`src/rtl/regfile_writeback_unit.sv`:
```
// rtl/regfile_writeback_unit.sv - in-order writeback FIFO, register-file write port and rs1/rs2 bypass; optional counters under WB_PERF_CNT_EN
module regfile_writeback_unit #(
    parameter int DEPTH = 4,
    parameter int XLEN  = 64
) (
    input  logic            clk,
    input  logic            reset,
    input  logic            ld_valid,
    input  logic [4:0]      ld_rd,
    input  logic [XLEN-1:0] ld_data,
    input  logic            alu_valid,
    input  logic [4:0]      alu_rd,
    input  logic [XLEN-1:0] alu_data,
    output logic            in_ready,
    output logic            RegWrite,
    output logic [4:0]      RD,
    output logic [XLEN-1:0] WriteData,
    input  logic [4:0]      byp_rs1,
    input  logic [4:0]      byp_rs2,
    output logic            byp_hit1,
    output logic [XLEN-1:0] byp_data1,
    output logic            byp_hit2,
    output logic [XLEN-1:0] byp_data2,
    output logic [31:0]     wr_count,
    output logic [31:0]     stall_count
);

    localparam int PW = $clog2(DEPTH);
    localparam int CW = PW + 1;
    localparam logic [CW-1:0] READY_MAX = CW'(DEPTH - 2);

    logic [4:0]      rd_mem_q   [DEPTH];
    logic [4:0]      rd_mem_d   [DEPTH];
    logic [XLEN-1:0] data_mem_q [DEPTH];
    logic [XLEN-1:0] data_mem_d [DEPTH];
    logic [PW-1:0]   wr_ptr_q, wr_ptr_d;
    logic [PW-1:0]   rd_ptr_q, rd_ptr_d;
    logic [CW-1:0]   count_q, count_d;
    logic            reg_write_q, reg_write_d;
    logic [4:0]      rd_q, rd_d;
    logic [XLEN-1:0] write_data_q, write_data_d;

    logic            push_ld;
    logic            push_alu;
    logic            pop;

    // Two free slots are needed because both producers may push at once;
    // a same-cycle pop is deliberately ignored to keep in_ready a flop-only path.
    assign in_ready = (count_q <= READY_MAX);
    assign push_ld  = ld_valid  && in_ready && (ld_rd  != 5'd0);
    assign push_alu = alu_valid && in_ready && (alu_rd != 5'd0);
    assign pop      = (count_q != '0);

    assign RegWrite  = reg_write_q;
    assign RD        = rd_q;
    assign WriteData = write_data_q;

    // FIFO next state: pop head into the output register, then enqueue ld before alu.
    always_comb begin
        rd_mem_d     = rd_mem_q;
        data_mem_d   = data_mem_q;
        wr_ptr_d     = wr_ptr_q;
        rd_ptr_d     = rd_ptr_q;
        reg_write_d  = 1'b0;
        rd_d         = rd_q;
        write_data_d = write_data_q;
        if (pop) begin
            reg_write_d  = 1'b1;
            rd_d         = rd_mem_q[rd_ptr_q];
            write_data_d = data_mem_q[rd_ptr_q];
            rd_ptr_d     = rd_ptr_q + PW'(1);
        end
        if (push_ld) begin
            rd_mem_d[wr_ptr_d]   = ld_rd;
            data_mem_d[wr_ptr_d] = ld_data;
            wr_ptr_d             = wr_ptr_d + PW'(1);
        end
        if (push_alu) begin
            rd_mem_d[wr_ptr_d]   = alu_rd;
            data_mem_d[wr_ptr_d] = alu_data;
            wr_ptr_d             = wr_ptr_d + PW'(1);
        end
        count_d = count_q + CW'(push_ld) + CW'(push_alu) - CW'(pop);
    end

    // State registers; reset drops RegWrite immediately and empties the queue.
    always_ff @(posedge clk or posedge reset) begin
        if (reset) begin
            for (int i = 0; i < DEPTH; i++) begin
                rd_mem_q[i]   <= '0;
                data_mem_q[i] <= '0;
            end
            wr_ptr_q     <= '0;
            rd_ptr_q     <= '0;
            count_q      <= '0;
            reg_write_q  <= 1'b0;
            rd_q         <= '0;
            write_data_q <= '0;
        end else begin
            rd_mem_q     <= rd_mem_d;
            data_mem_q   <= data_mem_d;
            wr_ptr_q     <= wr_ptr_d;
            rd_ptr_q     <= rd_ptr_d;
            count_q      <= count_d;
            reg_write_q  <= reg_write_d;
            rd_q         <= rd_d;
            write_data_q <= write_data_d;
        end
    end

    // Bypass lookup: output register first, then FIFO oldest to newest so the youngest match wins.
    always_comb begin
        logic [PW-1:0] slot;
        slot      = '0;
        byp_hit1  = 1'b0;
        byp_data1 = '0;
        byp_hit2  = 1'b0;
        byp_data2 = '0;
        if (reg_write_q && (rd_q == byp_rs1)) begin
            byp_hit1  = 1'b1;
            byp_data1 = write_data_q;
        end
        if (reg_write_q && (rd_q == byp_rs2)) begin
            byp_hit2  = 1'b1;
            byp_data2 = write_data_q;
        end
        for (int i = 0; i < DEPTH; i++) begin
            slot = rd_ptr_q + PW'(i);
            if (CW'(i) < count_q) begin
                if (rd_mem_q[slot] == byp_rs1) begin
                    byp_hit1  = 1'b1;
                    byp_data1 = data_mem_q[slot];
                end
                if (rd_mem_q[slot] == byp_rs2) begin
                    byp_hit2  = 1'b1;
                    byp_data2 = data_mem_q[slot];
                end
            end
        end
        if (byp_rs1 == 5'd0) begin
            byp_hit1  = 1'b0;
            byp_data1 = '0;
        end
        if (byp_rs2 == 5'd0) begin
            byp_hit2  = 1'b0;
            byp_data2 = '0;
        end
    end

`ifdef WB_PERF_CNT_EN
    logic [31:0] wr_count_q, wr_count_d;
    logic [31:0] stall_count_q, stall_count_d;

    assign wr_count    = wr_count_q;
    assign stall_count = stall_count_q;

    // Count committed writes and back-pressure cycles; both wrap naturally.
    always_comb begin
        wr_count_d    = wr_count_q + 32'(reg_write_d);
        stall_count_d = stall_count_q + 32'(!in_ready);
    end

    // Counter registers.
    always_ff @(posedge clk or posedge reset) begin
        if (reset) begin
            wr_count_q    <= '0;
            stall_count_q <= '0;
        end else begin
            wr_count_q    <= wr_count_d;
            stall_count_q <= stall_count_d;
        end
    end
`else
    assign wr_count    = '0;
    assign stall_count = '0;
`endif

endmodule

```
`config.mk`:
```
export PLATFORM = sky130hd
export DESIGN_NAME = regfile_writeback_unit
export DESIGN_NICKNAME = d
export VERILOG_FILES = /design/src/rtl/regfile_writeback_unit.sv
export SDC_FILE = /design/constraint.sdc
export NUM_CORES = 2
export LEC_CHECK = 0
export BUFFER_PORTS_ARGS = -buffer_cell sky130_fd_sc_hd__buf_2
export CORE_UTILIZATION = 64
export DETAILED_ROUTE_END_ITERATION = 16
export PLACE_DENSITY = 0.89
export SLEW_MARGIN = 20
export SYNTH_ARGS = -nofsm -noshare
export SYNTH_HDL_FRONTEND = slang
export SYNTH_SLANG_ARGS = --single-unit
```
`constraint.sdc`:
```
create_clock -name clk -period 18.4 [get_ports clk]
set_input_delay 3.68 -clock clk [delete_from_list [all_inputs] [get_ports clk]]
set_output_delay 3.68 -clock clk [all_outputs]
set_load 0.03 [all_outputs]
```
== Word level (Yosys, flattened, before mapping) ==
Cells that the tools add are included.

* Reductions and logical operators: 13
* Shifts and indexed selects: 0
* $mul: 0
* Equal/unequal tests: 10
* Bitwise logic cells: 6
* $lt $le $gt $ge: 13
* Muxes and demuxes: 83
* Add/subtract/negate cells: 8
* Div/mod/pow operators: 0

{| class="wikitable"
|+ Operators by type and width
! operator !! number
|-
| 2-to-1 mux 64 bit || 30
|-
| binary-select mux 64 bit (select 2 bit) || 4
|-
| bitwise mux 256 bit || 2
|-
| 2-to-1 mux 256 bit || 2
|-
| demux 64 bit (select 2 bit) || 2
|-
| == test 5 bit || 10
|-
| 2-to-1 mux 5 bit || 10
|-
| binary-select mux 5 bit (select 2 bit) || 4
|-
| bitwise mux 20 bit || 2
|-
| 2-to-1 mux 20 bit || 2
|-
| 2-to-1 mux 1 bit || 21
|-
| demux 5 bit (select 2 bit) || 2
|-
| >= comparator 3 bit, second input constant || 6
|-
| NOT 2 -> 3 bit || 6
|-
| logical NOT 5 bit || 2
|-
| nonzero test 5 bit || 2
|-
| logical AND 1 bit || 8
|-
| adder 2 x 1 -> 2 bit, second input constant || 3
|-
| adder 3 x 1 -> 3 bit || 2
|-
| less-than comparator 1 x 3 -> 1 bit, first input constant || 2
|-
| less-than comparator 2 x 3 -> 1 bit, first input constant || 2
|-
| less-than comparator 3 x 1 -> 1 bit, second input constant || 2
|-
| adder 2 bit, second input constant || 2
|-
| 2-to-1 mux 2 bit || 2
|-
| other kinds (3) || 3
|}

* Latch bits: 0
* RAM bits: 0
* Register bits after elaboration: 353
* Word-level logic and storage cells: 147
* ROM bits: 0
* Memories kept: 0
* Output and inout port bits: 265

== Logic depth before layout (Yosys ltp) ==
* Depth in word-level cells: 14
* Depth in mapped cells: 14
* Gate-level depth less buffers: 11

== Least setup slack after synthesis ==
No wires, ideal clock.

* Path type: input -> output
* Start point: input byp_rs2[3]
* End point: output byp_data2[53]
* Arrival time: 6,104 ps
* Stages: 8
* Data required time: 14,720 ps
* Buffers on the path: 3
* Path slack: 8,616 ps
* Path through: clkbuf_1 xnor2_1 a2111oi_0 and4_1 buf_4 buf_6 a221oi_2 o31ai_1

* Word-level cells in the longest chain between the ends: 12
* Elaborated cells on any way between the ends: 17
* Classes of those cells: 5 x eq/ne; 10 x mux; 2 x reduce/logical

{| class="wikitable"
|+ RTL lines
! item !! RTL line !! text
|-
| from (decl) || 19 || <nowiki>input logic [4:0] byp_rs2,</nowiki>
|-
| == test 5 bit || 123 || <nowiki>if (reg_write_q && (rd_q == byp_rs2)) begin</nowiki>
|-
| logical AND 1 bit || 123 ||
|-
| 2-to-1 mux 64 bit || 123 ||
|-
| 2-to-1 mux 64 bit || 134 || <nowiki>if (rd_mem_q[slot] == byp_rs2) begin</nowiki>
|-
| 2-to-1 mux 64 bit || 129 || <nowiki>if (CW'(i) < count_q) begin</nowiki>
|-
| 2-to-1 mux 64 bit || 134 ||
|-
| 2-to-1 mux 64 bit || 129 ||
|-
| 2-to-1 mux 64 bit || 134 ||
|-
| 2-to-1 mux 64 bit || 129 ||
|-
| 2-to-1 mux 64 bit || 134 ||
|-
| 2-to-1 mux 64 bit || 129 ||
|-
| 2-to-1 mux 64 bit * || 144 || <nowiki>if (byp_rs2 == 5'd0) begin</nowiki>
|-
| to (decl) || 23 || <nowiki>output logic [XLEN-1:0] byp_data2,</nowiki>
|}

Every way passes the cells marked *; elsewhere a longest branch is shown, timed or not.

== Final worst setup path ==
* Start point: input byp_rs2[3]
* End point: output byp_data2[60]

Same word-level chain as after synthesis.

==> load_flow_metrics.sql <==
INSERT INTO impl_metrics (metric_group, metric, value, unit) VALUES
('clock_tree', 'cts_num_sinks', '353', ''),
('power_and_ir_drop', 'power.sequential.fraction', '23.1', '%'),
('layout', 'area_growth', '10.5', '%'),
('layout', 'multi_input_gate_area_in_the_final_layout', '18400', 'µm²'),
('synth', 'synthDominantAreaCellType', 'sky130_fd_sc_hd__dfrtp_1', ''),
('setup_path', 'path_common_cell', 'sky130_fd_sc_hd__buf_2', ''),
('global_routing', 'maximum_number_of_pins_on_one_net_before_global_route_repair', '136', ''),
('timing', 'max_clock_freq', '0.0916', 'GHz'),
('placement', 'portBuffers', '352', ''),
('run_status', 'result_of_the_run', 'completed', ''),
('power_and_ir_drop', 'irDropWorstVdd', '0.000148', 'V'),
('clock_tree', 'post_cts_resized', '0', ''),
('timing', 'worst_clock_skew', '27.4', 'ps'),
('synth', 'ys_types', '54', ''),
('timing', 'layout_worst_path_cycle_share', '59.3', '%'),
('setup_path', 'timing.setup.critical_path_class', 'input port to output pin', ''),
('die', 'chipWidth', '214', 'µm'),
('setup_path', 'critical-path-top-delay-family', 'compound AO/OA/AOI/OAI gates', ''),
('setup_path', 'critical_path.startpoint_type', 'input port', ''),
('layout', 'utilization', '71.7', '%'),
('route', 'totalWireLength', '99.2', 'mm'),
('power_and_ir_drop', 'intPower', '3.87', 'mW'),
('timing', 'whs', '530', 'ps'),
('die', 'y_dimension_of_the_die', '214', 'µm'),
('die', 'initial_utilization', '64.9', '%'),
('clock_tree', 'cts-root-to-sink-buffers', '3', ''),
('global_routing', 'grt_use_total', '43.1', '%'),
('global_routing', 'first_global_vias', '26200', ''),
('min_path', 'min_path_type', 'flip-flop to flip-flop', ''),
('die', 'placement_rows', '77', ''),
('synth', 'netlist.area_leader.share', '30.8', '%'),
('clock_tree', 'post-cts-setup-buffers', '0', ''),
('die', 'floorplan.die_area', '45700', 'µm²'),
('setup_path', 'cp.arrival', '7240', 'ps'),
('power_and_ir_drop', 'power.density', '245', 'nW/µm²'),
('placement', 'hpwl_detailed', '58.6', 'mm'),
('power_and_ir_drop', 'clock_power_share', '11.8', '%'),
('layout', 'final.fill_count', '2993', ''),
('die', 'boundaryPins', '417', ''),
('clock_tree', 'clkLatencyLatePin', '590', 'ps'),
('route', 'vias_per_cell', '7.61', ''),
('global_routing', 'grt_pass1_wl', '149', 'mm'),
('synth', 'synth-main-ff-cell', 'sky130_fd_sc_hd__dfrtp_1', ''),
('route', 'route.vias.total', '27100', ''),
('synth', 'synth.cells.most_frequent', 'sky130_fd_sc_hd__nor2_1, sky130_fd_sc_hd__dfrtp_1, sky130_fd_sc_hd__mux2i_1', ''),
('synth', 'ys_seq_elements', '353', ''),
('route', 'drcViolationCount', '0', ''),
('timing', 'hold_viol', '0', ''),
('route', 'route.antenna.remaining_nets', '0', ''),
('synth', 'synthesis.yosys.warnings', '0', ''),
('setup_path', 'timing.critical_path.buf_inv', '3', ''),
('synth', 'synth.avg_cell_area', '10.4', 'µm²'),
('clock_tree', 'cts.htree.levels', '2', ''),
('clock_tree', 'cts_hold_buf', '0', ''),
('layout', 'seqCellArea', '8840', 'µm²'),
('synth', 'post_synth_instance_area', '28700', 'µm²'),
('die', 'core_region_area', '44200', 'µm²'),
('synth', 'synthMostInstantiatedCell', 'sky130_fd_sc_hd__nor2_1', ''),
('timing', 'finalSetupViolations', '0', ''),
('layout', 'finalNonFillerCells', '3560', ''),
('synth', 'synth_edf_count', '0', ''),
('timing', 'transition_at_the_pin_with_the_smallest_max_transition_slack', '1190', 'ps'),
('placement', 'detailed_place.area', '30100', 'µm²'),
('timing', 'fin_setup_tns', '0', 'ps'),
('power_and_ir_drop', 'switchingPower', '3.89', 'mW'),
('flow_run', 'drv_cap', '0', ''),
('setup_path', 'slowest_delay', '910', 'ps'),
('layout', 'nNetsFinal', '3076', ''),
('global_routing', 'number_of_antenna_violations_at_the_first_check_in_global_routing', '32', ''),
('setup_path', 'crit_path_top_delay_cell', 'sky130_fd_sc_hd__a2111oi_0', ''),
('setup_path', 'cells_along_the_critical_path', 'buf_2 > xnor2_1 > a2111oi_0 > and4_4 > buf_4 > a221oi_1 > o31ai_1 > buf_2', '');
==> final timing paths <==
path | start | cells after the start | end | slack (ps)
setup / recovery | byp_rs2[3] | 8 | byp_data2[60] | 7480
hold / removal | WriteData[60] | 2 | WriteData[60] | 530
setup reg to reg | count_q[1] | 11 | data_mem_q[14] | 13280
hold reg to reg | WriteData[60] | 2 | WriteData[60] | 530
max in group asynchronous | reset | 5 | WriteData[48] | 12830
min in group asynchronous | reset | 2 | data_mem_q[72] | 3060
==> worst min-delay path: stages, from the launching register on <==
cell,delay (ps)
sky130_fd_sc_hd__dfrtp_1,380
sky130_fd_sc_hd__nand2_1,60
sky130_fd_sc_hd__nand2_1,50
==> layout by cell type (no fill, tap or decap), drive strengths merged, types with 37 or more instances in the layout <==
master	n
dfrtp	353
o31ai	126
a32oi	126
nand2	222
or2	58
mux4	275
a21oi	280
xnor2	37
clkbuf	62
conb	64
nor2	403
a221oi	127
buf	394
mux2i	285
==> state kept, by name (all words and copies together) (netlist names) <==
signal      cells
count_q         3
RD              5
wr_ptr_q        2
rd_ptr_q        2
rd_mem_q       20
WriteData      64
data_mem_q    256
RegWrite        1
==> layer usage <==
layer | vias up | part of all wire [%] | track usage (%)
met5 | - | 0.097 | 0.216
met4 | 16 | 7.6 | 31.7
met3 | 706 | 15 | 15.6
met2 | 2569 | 45 | 64.3
met1 | 13000 | 33 | 51.7
li1 | 10800 | - | -
==> cell families (layout without fill, tap and decap cells) <==
family	after synthesis	count (layout)	share of synthesized area [%]
other	1	91	0.0131
buffers and inverters	374	484	6.53
AND/OR/NAND/NOR	729	729	10.5
adder cells (fa/ha/maj)	13	13	0.619
flip-flops	353	353	30.8
multiplexers	564	564	31.7
XOR/XNOR	54	54	1.65
AO/OA/AOI/OAI	680	680	18.2
==> layout make-up <==
type | instances | area share (%)
multi-input cells | 2104 | 58.0
flip-flops and latches | 353 | 27.9
repair buffers | 394 | 6.70
clock buffers | 62 | 4.01
well taps | 592 | 2.34
clock inverters | 12 | 0.683
inverters | 16 | 0.217
diodes | 27 | 0.213
==> power groups by stage <==
stage,clock (mW),sequential [mW],combinational (mW)
2_1_floorplan,0,1.70,3.72
3_3_place_gp,0,1.69,4.70
3_5_place_dp,0,1.77,4.88
4_1_cts,0.917,1.76,4.92
5_1_grt,0.950,1.85,5.31
6_report,0.919,1.80,5.05
No activity file was read; power rests on OpenSTA's default activity.
